===== src/rtl/countdown_pkg.sv =====
// Shared types and constants for the countdown timer and its optional event counter.
package countdown_pkg;

  typedef enum logic [1:0] {
    IDLE    = 2'b00,
    RUN     = 2'b01,
    EXPIRED = 2'b10
  } state_t;

  localparam int         COUNTDOWN_DEFAULT_WIDTH = 4;
  localparam logic [7:0] EVENT_COUNT_MAX         = 8'd255;

endpackage


===== src/rtl/countdown_timer_sat_event_counter.sv =====
// 8-bit saturating event counter with increment and clear; clear plus increment yields 1.
// Only built when COUNTDOWN_EVENT_COUNT_EN is defined, since nothing else uses it.
`ifdef COUNTDOWN_EVENT_COUNT_EN
module sat_event_counter
  import countdown_pkg::*;
(
  input  logic       clk,
  input  logic       reset,
  input  logic       inc,
  input  logic       clear,
  output logic [7:0] count
);

  always_ff @(posedge clk) begin
    if (reset) begin
      count <= 8'd0;
    end else if (clear) begin
      count <= inc ? 8'd1 : 8'd0;
    end else if (inc && (count != EVENT_COUNT_MAX)) begin
      count <= count + 8'(1);
    end
  end

endmodule
`endif


===== src/rtl/countdown_timer.sv =====
// Loadable down-counter with sticky/pulsed underflow and optional auto-reload.
// Define COUNTDOWN_EVENT_COUNT_EN to add the saturating underflow_count output.
module countdown_timer
  import countdown_pkg::*;
#(
  parameter int WIDTH = COUNTDOWN_DEFAULT_WIDTH
) (
  input  logic             clk,
  input  logic             reset,
  input  logic             enable,
  input  logic             load,
  input  logic [WIDTH-1:0] load_value,
  input  logic             auto_reload,
  input  logic             clear_underflow,
  output logic [WIDTH-1:0] counter_out,
  output logic             underflow_out,
  output logic             underflow_pulse,
`ifdef COUNTDOWN_EVENT_COUNT_EN
  output logic [7:0]       underflow_count,
`endif
  output logic             running
);

  state_t           state;
  state_t           state_next;
  logic [WIDTH-1:0] reload_reg;
  logic [WIDTH-1:0] count_next;
  logic [WIDTH-1:0] reload_next;
  logic             flag_next;
  logic             underflow_event;

  always_ff @(posedge clk) begin
    if (reset) begin
      state           <= IDLE;
      counter_out     <= '0;
      reload_reg      <= '0;
      underflow_out   <= 1'b0;
      underflow_pulse <= 1'b0;
      running         <= 1'b0;
    end else begin
      state           <= state_next;
      counter_out     <= count_next;
      reload_reg      <= reload_next;
      underflow_out   <= flag_next;
      underflow_pulse <= underflow_event;
      running         <= (state_next == RUN);
    end
  end

  // Load outranks counting; an underflow only happens on an enabled RUN cycle at zero.
  always_comb begin
    state_next      = state;
    count_next      = counter_out;
    reload_next     = reload_reg;
    underflow_event = 1'b0;

    if (load) begin
      state_next  = RUN;
      count_next  = load_value;
      reload_next = load_value;
    end else begin
      case (state)
        IDLE, EXPIRED: begin
          state_next = state;
        end
        RUN: begin
          if (enable) begin
            if (counter_out != '0) begin
              count_next = counter_out - WIDTH'(1);
            end else begin
              underflow_event = 1'b1;
              if (auto_reload) begin
                count_next = reload_reg;
              end else begin
                state_next = EXPIRED;
              end
            end
          end
        end
        default: begin
          state_next = IDLE;
        end
      endcase
    end

    flag_next = underflow_event | (underflow_out & ~clear_underflow);
  end

`ifdef COUNTDOWN_EVENT_COUNT_EN
  sat_event_counter u_event_counter (
    .clk   (clk),
    .reset (reset),
    .inc   (underflow_event),
    .clear (clear_underflow),
    .count (underflow_count)
  );
`endif

endmodule

===== config.mk =====
export PLATFORM = sky130hd
export DESIGN_NAME = countdown_timer
export DESIGN_NICKNAME = d
export VERILOG_FILES = /design/src/rtl/countdown_pkg.sv /design/src/rtl/countdown_timer_sat_event_counter.sv /design/src/rtl/countdown_timer.sv
export SDC_FILE = /design/constraint.sdc
export NUM_CORES = 1
export LEC_CHECK = 0
export CELL_PAD_IN_SITES_DETAIL_PLACEMENT = 1
export CELL_PAD_IN_SITES_GLOBAL_PLACEMENT = 1
export CORE_MARGIN = 5
export CORE_UTILIZATION = 34
export CTS_CLUSTER_SIZE = 24
export DETAILED_ROUTE_END_ITERATION = 8
export GPL_ROUTABILITY_DRIVEN = 0
export PLACE_DENSITY = 0.82
export SLEW_MARGIN = 20
export SYNTH_ARGS = -nofsm -noshare
export SYNTH_HDL_FRONTEND = slang
export SYNTH_SLANG_ARGS = --single-unit

===== constraint.sdc =====
create_clock -name clk -period 2.2 [get_ports clk]
set_clock_uncertainty 0.2 [all_clocks]
set_input_delay 0.22 -clock clk [delete_from_list [all_inputs] [get_ports clk]]
set_output_delay 0.22 -clock clk [all_outputs]
set_load 0.01 [all_outputs]

==> results of run 1 <==
worst max-delay path: stages (launching register included):
cell and delay, ns:
sky130_fd_sc_hd__dfxtp_1 0.37, sky130_fd_sc_hd__inv_1 0.08, sky130_fd_sc_hd__ha_1 0.27, sky130_fd_sc_hd__or3b_1 0.41, sky130_fd_sc_hd__o21ai_1 0.19, sky130_fd_sc_hd__a211oi_1 0.11
sky130_fd_sc_hd__nor3_1 0.19
cell usage after synthesis:
cell type / instances
sky130_fd_sc_hd__mux2i_1: 4
sky130_fd_sc_hd__nor2_1: 7
sky130_fd_sc_hd__nor4_1: 1
sky130_fd_sc_hd__a2bb2oi_1: 2
sky130_fd_sc_hd__a211oi_1: 2
sky130_fd_sc_hd__o21ai_0: 1
sky130_fd_sc_hd__nand2b_1: 1
sky130_fd_sc_hd__buf_4: 1
sky130_fd_sc_hd__a221oi_1: 1
sky130_fd_sc_hd__buf_2: 1
sky130_fd_sc_hd__a21oi_1: 5
sky130_fd_sc_hd__nand3_1: 1
sky130_fd_sc_hd__or3b_2: 1
sky130_fd_sc_hd__dfxtp_1: 13
sky130_fd_sc_hd__nor2b_1: 4
sky130_fd_sc_hd__and2b_1: 1
sky130_fd_sc_hd__nand3b_1: 2
sky130_fd_sc_hd__nor3_1: 5
sky130_fd_sc_hd__a311oi_1: 2
sky130_fd_sc_hd__or3b_1: 1
sky130_fd_sc_hd__a21oi_2: 1
sky130_fd_sc_hd__a2111o_1: 1
sky130_fd_sc_hd__o21ai_1: 1
sky130_fd_sc_hd__inv_1: 5
sky130_fd_sc_hd__nor4b_1: 1
sky130_fd_sc_hd__buf_6: 1
sky130_fd_sc_hd__nand2_1: 3
sky130_fd_sc_hd__ha_1: 1
sky130_fd_sc_hd__and3b_1: 1
sky130_fd_sc_hd__nor3b_4: 1
layer usage:
| layer | track usage | vias up |
|---|---|---|
| li1 | - | 294 |
| met1 | 0.1527 | 277 |
| met2 | 0.2298 | 6 |
| met3 | 0.02493 | 2 |
| met4 | 0.07660 | 0 |
| met5 | 0 | - |
metrics by stage:
step | hold slack [ns] | power [mW] | util
after floorplan | 0.09931 | 0.3304 | -
after global placement | 0.2726 | 0.3742 | 0.4638
after detailed placement | 0.2768 | 0.3782 | 0.4638
after CTS | 0.2888 | 0.5242 | 0.4787
after global routing | 0.3022 | 0.5487 | 0.4787
final | 0.2926 | 0.5138 | 0.4787
worst paths after layout:
path / from / slack (ns) / end / cells after the start
worst max-delay path: counter_out[0]$_SDFFE_PP0P_ / 0.32 / counter_out[0]$_SDFFE_PP0P_ / 6
worst min-delay path: reload_reg[3]$_SDFFE_PP0P_ / 0.29 / reload_reg[3]$_SDFFE_PP0P_ / 2
worst max register to register: counter_out[0]$_SDFFE_PP0P_ / 0.32 / counter_out[0]$_SDFFE_PP0P_ / 6
worst min register to register: reload_reg[3]$_SDFFE_PP0P_ / 0.29 / reload_reg[3]$_SDFFE_PP0P_ / 2
layout make-up:
cell class,count,area share
multi-input cells,51,0.4119
flip-flops and latches,13,0.3081
repair buffers,16,0.1896
well taps,25,0.03704
clock buffers,4,0.03111
inverters,5,0.02222
layout by cell type, fill, tap and decap left out:
cell,instances
sky130_fd_sc_hd__dfxtp_1,13
sky130_fd_sc_hd__and3b_1,1
sky130_fd_sc_hd__inv_1,5
sky130_fd_sc_hd__a2bb2oi_1,2
sky130_fd_sc_hd__nor3b_4,1
sky130_fd_sc_hd__a21oi_1,5
sky130_fd_sc_hd__a221oi_1,1
sky130_fd_sc_hd__o21ai_0,1
sky130_fd_sc_hd__nor4b_1,1
sky130_fd_sc_hd__ha_1,1
sky130_fd_sc_hd__nand2_1,3
sky130_fd_sc_hd__and2b_1,1
sky130_fd_sc_hd__clkbuf_4,3
sky130_fd_sc_hd__nor3_1,5
sky130_fd_sc_hd__or3b_1,1
sky130_fd_sc_hd__mux2i_1,4
sky130_fd_sc_hd__nand3b_1,2
sky130_fd_sc_hd__nand2b_1,1
sky130_fd_sc_hd__nor2_1,7
sky130_fd_sc_hd__clkdlybuf4s50_1,16
sky130_fd_sc_hd__a211oi_1,2
sky130_fd_sc_hd__clkbuf_1,1
sky130_fd_sc_hd__a311oi_1,2
sky130_fd_sc_hd__a2111o_1,1
sky130_fd_sc_hd__a21oi_2,1
sky130_fd_sc_hd__nor4_1,1
sky130_fd_sc_hd__nand3_1,1
sky130_fd_sc_hd__nor2b_1,4
sky130_fd_sc_hd__or3b_2,1
sky130_fd_sc_hd__o21ai_1,1
power groups by stage:
stage	combinational, mW	clock, mW	sequential, mW
floorplan	0.0623	0	0.268
global placement	0.105	0	0.269
detailed placement	0.109	0	0.269
CTS	0.110	0.151	0.263
global route	0.120	0.163	0.265
finish	0.109	0.141	0.263
cell families (layout without fill, tap and decap cells):
logic type | after synthesis | in the layout | share of synthesized area
AOI/OAI and AO/OA | 16 | 16 | 0.1750
adders and majority gates | 1 | 1 | 0.01923
buffers and inverters | 8 | 25 | 0.06538
DFF | 13 | 13 | 0.4000
muxes | 4 | 4 | 0.06154
and+or+nand+nor | 30 | 30 | 0.2789
==> metrics.log, run 1 <==
[metrics] number of warnings issued by yosys: 0
[metrics] fill cell total of the finished layout: 214
[metrics] number of distinct library cells after synthesis: 30
[metrics] logic gate share of total power: 0.212
[metrics] number of buffers added to fix hold violations after cts: 0
[metrics] # rows: 15
[metrics] Horiz. Die Dim: 53.75 µm
[metrics] total number of vias: 579
[metrics] GRT Util Overall: 0.1336
[metrics] placed cell areas: 818.3 µm²
[metrics] Net count, final: 101
[metrics] met3 wire length: 28 µm
[metrics] Worst-Margin Slew: 0.5740 ns
[metrics] area grow syn2layout: 29.81%
[metrics] average vias per placed instance: 5.079
[metrics] maximum number of buffers from clock root to sink: 2
[metrics] global-route wire length before repair: 2677 µm
[metrics] syn_nets: 83
[metrics] sort of element at the start of the critical path: flip-flop
[metrics] area of the core: 1764 µm²
[metrics] register clock-pin slew on the reported worst setup and hold paths: 0.08 ns
[metrics] multi-input combinational cell area: 347.8 µm²
[metrics] Avg Inst Size Synth: 9.036 µm²
[metrics] Die ar.: 2889 µm²
[metrics] library cell with the largest summed area after synthesis: sky130_fd_sc_hd__dfxtp_1
[metrics] Inserted Diodes: 0
[metrics] Clock Latency Late Sink: 0.27 ns
[metrics] total number of H-tree levels: 1
[metrics] internal power contribution: 0.3775 mW
[metrics] count of placed standard cells including taps: 110
[metrics] Max Fclk: 0.5316 GHz
[metrics] final slew viol count: 0
[metrics] Clk pwr share: 0.275
[metrics] met2 wire len: 846 µm
[metrics] routed wire length: 1602 µm
[metrics] Post-route DRC: 0
[metrics] detailed-routing iteration count for the pre-antenna-repair pass: 4
[metrics] largest fanout on the critical path: 7
[metrics] total power density per cell area: 608.3 nW/µm²
[metrics] via count of the first global-routing pass: 593
[metrics] average wire per cell in the routed design: 14.05 µm
[metrics] setup repair after global routing missed its margin: false
[metrics] register share of total power: 0.513
[metrics] outcome: completed
[metrics] total count of hold-check failures in the final report: 0
[metrics] total CTS buffers: 3
[metrics] number of top-level pins: 17
[metrics] Period Utilization, post-route: 0.8550
[metrics] required time of the critical path: 2.19 ns
[metrics] CTS tree: done
[metrics] type of destination of the critical path: flip-flop
[metrics] Mapped Cells: 72
[metrics] max layer used: met4
[metrics] type of the tightest min-delay check: reg2reg
[metrics] Final HPWL DP: 1257 µm
[metrics] Max-Slew Margin vs Limit: 0.6161
[metrics] number of buffers inserted to repair setup after CTS: 0
[metrics] category of the most critical setup path: reg2reg
[metrics] switching share of power: 0.2651
[metrics] Sink Count: 13
[metrics] effective utilization at floorplan: 0.3688
[metrics] Final Cell Area: 844.6 µm²
[metrics] total negative setup slack: 0 ns
[metrics] CTS root buffer: sky130_fd_sc_hd__clkbuf_4
[metrics] minimum setup slack after placement: 0.2479 ns
[metrics] buffers added on ports: 16
[metrics] overflow left after global routing: 0
[metrics] number of cells in the finished layout apart from fillers: 114
[metrics] fraction of final layout cells with drive strength greater than 1: 0.06742
[metrics] portion of the post-synthesis area used by sequential elements: 0.4000
[metrics] largest net degree at the start of global routing: 17
[metrics] top area cells in the synthesized netlist: sky130_fd_sc_hd__dfxtp_1 40%, sky130_fd_sc_hd__mux2i_1 6.2%, sky130_fd_sc_hd__nor2_1 4.0%
[metrics] maximum vdd ir drop: 0.0003449 V
[metrics] area taken by flip-flops and latches: 260.3 µm²
[metrics] arrival time reported for the critical path endpoint: 1.87 ns
[metrics] drt first-iter violations: 7
[metrics] shortest clock period the worst path allows after layout: 1.881 ns
[metrics] routed length on met1: 713 µm
[metrics] final worst setup slack: 0.3189 ns
[metrics] final setup violating endpoints: 0
[metrics] number of flip-flops and latches in the synthesized netlist: 13
[metrics] number of cells upsized or downsized after cts: 0
[metrics] post-synth top area share: 0.4000
[metrics] number of antenna violations at the first check in global routing: 0
[metrics] Antenna Nets Post-Route: 0
[metrics] Mapped Area: 650.6 µm²
[metrics] reported max-cap violation count: 0
[metrics] Switching Power: 0.1362 mW
[metrics] overall die height: 53.75 µm
[metrics] Static Leak: 0.3137 nW
Note: power is estimated with default switching activity, not from simulation.
==> run 2, diff against run 1 <==
--- a/config.mk
+++ b/config.mk
@@ -13,7 +13,8 @@
 export DETAILED_ROUTE_END_ITERATION = 8
 export GPL_ROUTABILITY_DRIVEN = 0
 export PLACE_DENSITY = 0.82
-export SLEW_MARGIN = 20
+export SLEW_MARGIN = 5
 export SYNTH_ARGS = -nofsm -noshare
 export SYNTH_HDL_FRONTEND = slang
 export SYNTH_SLANG_ARGS = --single-unit
+export TNS_END_PERCENT = 20
==> results of run 2 <==
The final DEF is identical to that of run 1; final timing and power are the same.
==> run 3, diff against run 2 <==
--- a/config.mk
+++ b/config.mk
@@ -8,11 +8,11 @@
 export CELL_PAD_IN_SITES_DETAIL_PLACEMENT = 1
 export CELL_PAD_IN_SITES_GLOBAL_PLACEMENT = 1
 export CORE_MARGIN = 5
-export CORE_UTILIZATION = 34
+export CORE_UTILIZATION = 30
 export CTS_CLUSTER_SIZE = 24
 export DETAILED_ROUTE_END_ITERATION = 8
 export GPL_ROUTABILITY_DRIVEN = 0
-export PLACE_DENSITY = 0.82
+export PLACE_DENSITY = 0.77
 export SLEW_MARGIN = 5
 export SYNTH_ARGS = -nofsm -noshare
 export SYNTH_HDL_FRONTEND = slang
==> constraint.sdc (replaced) <==
create_clock -name clk -period 1.7 [get_ports clk]
set_clock_uncertainty 0.2 [all_clocks]
set_input_delay 0.17 -clock clk [delete_from_list [all_inputs] [get_ports clk]]
set_output_delay 0.17 -clock clk [all_outputs]
set_load 0.01 [all_outputs]
==> run 3 against run 2 <==
Compared with the run above:
- design area grew 16%
- cell count grew 9.6%
- sequential cell count is the same
- setup slack lost 0.27 ns
- hold slack lost 0.0055 ns
- clock power grew 35%
- routed wire length grew 10%
- first-iteration DRC count grew 43%
- register-to-register slack lost 0.25 ns
- power grew 41%
==> metrics.log, run 3 (same netlist as run 1, synthesis figures left out) <==
[metrics] outcome: completed
[metrics] Final HPWL DP: 1324 µm
[metrics] total number of vias: 609
[metrics] number of top-level pins: 17
[metrics] average vias per placed instance: 4.872
[metrics] effective utilization at floorplan: 0.3218
[metrics] drt first-iter violations: 10
[metrics] number of antenna violations at the first check in global routing: 0
[metrics] buffers added on ports: 16
[metrics] slowest cell delay on critical path: 0.54 ns
[metrics] fin util: 0.4839
[metrics] met2 wire len: 885 µm
[metrics] fill cell total of the finished layout: 246
[metrics] shortest clock period the worst path allows after layout: 1.656 ns
[metrics] Clock Latency Late Sink: 0.28 ns
[metrics] final setup violating endpoints: 0
[metrics] total number of H-tree levels: 1
[metrics] maximum number of buffers from clock root to sink: 2
[metrics] Antenna Nets Post-Route: 0
[metrics] type of the tightest min-delay check: in2reg
[metrics] area grow syn2layout: 50.38%
[metrics] routed wire length: 1770 µm
[metrics] Worst-Margin Slew: 0.3578 ns
[metrics] cell with the largest stage delay on the worst path: sky130_fd_sc_hd__clkdlybuf4s50_1
[metrics] number of buffers added to fix hold violations after cts: 0
[metrics] global-route wire length before repair: 2994 µm
[metrics] most frequent standard cell in the layout excluding fill and tap cells: sky130_fd_sc_hd__clkdlybuf4s50_1
[metrics] Period Utilization, post-route: 0.9740
[metrics] largest net degree at the start of global routing: 14
[metrics] GRT Util Overall: 0.1206
[metrics] total count of hold-check failures in the final report: 0
[metrics] detailed-routing iteration count for the pre-antenna-repair pass: 3
[metrics] via count of the first global-routing pass: 648
[metrics] leading cell types in the layout, fill and taps excluded: 16 x sky130_fd_sc_hd__clkdlybuf4s50_1, 9 x sky130_fd_sc_hd__buf_4, 9 x sky130_fd_sc_hd__dfxtp_1
[metrics] Sink Count: 13
[metrics] ordered list of cells on the worst path: buf_4, clkdlybuf4s50_1
[metrics] final slew viol count: 0
[metrics] Post-route DRC: 0
[metrics] setup repair after global routing missed its margin: true
[metrics] required time of the critical path: 1.33 ns
[metrics] register clock-pin slew on the reported worst setup and hold paths: 0.08 ns
[metrics] CTS root buffer: sky130_fd_sc_hd__clkbuf_4
[metrics] # rows: 16
[metrics] sort of element at the start of the critical path: flip-flop
[metrics] max layer used: met4
[metrics] area of the core: 2022 µm²
[metrics] Max Fclk: 0.6040 GHz
[metrics] total CTS buffers: 3
[metrics] largest fanout on the critical path: 4
[metrics] CTS tree: done
[metrics] reported max-cap violation count: 0
[metrics] fraction of final layout cells with drive strength greater than 1: 0.2857
[metrics] Horiz. Die Dim: 56.57 µm
[metrics] Net count, final: 110
[metrics] Die ar.: 3200 µm²
[metrics] average wire per cell in the routed design: 14.16 µm
[metrics] total power density per cell area: 738.3 nW/µm²
[metrics] category of the most critical setup path: reg2out
[metrics] overall die height: 56.57 µm
[metrics] final hold slack: 0.2870 ns
[metrics] arrival time reported for the critical path endpoint: 1.29 ns
[metrics] overflow left after global routing: 0
[metrics] type of destination of the critical path: output pin
[metrics] routed length on met1: 834 µm
[metrics] Inserted Diodes: 0
[metrics] met3 wire length: 22 µm
[metrics] Static Leak: 0.3666 nW
[metrics] Max-Slew Margin vs Limit: 0.7607
[metrics] maximum vdd ir drop: 0.0004579 V
[run 3: cell count changes in the layout (fill, tap and decap cells not counted), moves of 2 or more]
| cell | change |
|---|---|
| sky130_fd_sc_hd__buf_4 | +9 |
| sky130_fd_sc_hd__dfxtp_1 | -4 |
| sky130_fd_sc_hd__dfxtp_2 | +4 |
| sky130_fd_sc_hd__a21oi_1 | -2 |
| sky130_fd_sc_hd__a21oi_2 | +2 |
[run 3: metrics by stage]
| stage | TNS, ns | power [mW] | setup slack (ns) | instances | cell area [µm²] |
|---|---|---|---|---|---|
| finish | 0 | 0.7224 | 0.04427 | 125 | 978.4 |
| detailed placement | -0.3243 | 0.5104 | -0.1571 | 120 | 883.3 |
| global placement | -0.08197 | 0.5054 | -0.08197 | 120 | 883.3 |
| CTS | 0 | 0.7117 | 0.01627 | 124 | 924.6 |
| global route | -0.02098 | 0.7629 | -0.01945 | 125 | 978.4 |
| floorplan | 0 | 0.4284 | 0.006250 | 72 | 653.1 |
[run 3: final timing paths]
check,start,end,slack [ns],cells after the start
setup reg to reg,counter_out[0]$_SDFFE_PP0P_,counter_out[0]$_SDFFE_PP0P_,0.07,6
hold / removal,load_value[3],counter_out[3]$_SDFFE_PP0P_,0.29,3
setup / recovery,counter_out[1]$_SDFFE_PP0P_,counter_out[1],0.04,2
hold reg to reg,underflow_out$_SDFF_PP0_,underflow_out$_SDFF_PP0_,0.30,2
[run 3: area by class of cell]
cell class	count	area [µm²]	share of cell area
clock buffers	4	26.28	0.02685
inverters	5	18.77	0.01918
multi-input cells	51	406.6	0.4156
flip-flops and latches	13	265.3	0.2711
well taps	27	33.78	0.03453
repair buffers	25	227.7	0.2327
[run 3: critical path, delay by kind of cell, from the launching register on]
| kind | cells | cell delay [ns] |
|---|---|---|
| buffers and inverters | 2 | 0.67 |
| flip-flops | 1 | 0.34 |
[run 3: per-layer routing]
layer	vias up	global-route usage
met4	0	0.08136
met5	-	0
met1	289	0.1413
met3	3	0.01606
met2	7	0.2013
li1	310	-
[run 3: what timing repair did]
action	CTS	global route
endpoints found under the setup margin	8	7
setup buffers	0	1
gates resized for setup	4	11
pin swaps	1	3
gates cloned	0	0
[run 3: where the power goes]
| part | internal [mW] | switching, mW | total, mW |
|---|---|---|---|
| Combinational | 0.107 | 0.0853 | 0.192 |
| Clock | 0.0912 | 0.0996 | 0.191 |
| Sequential | 0.323 | 0.0165 | 0.339 |
| Total | 0.521 | 0.201 | 0.722 |
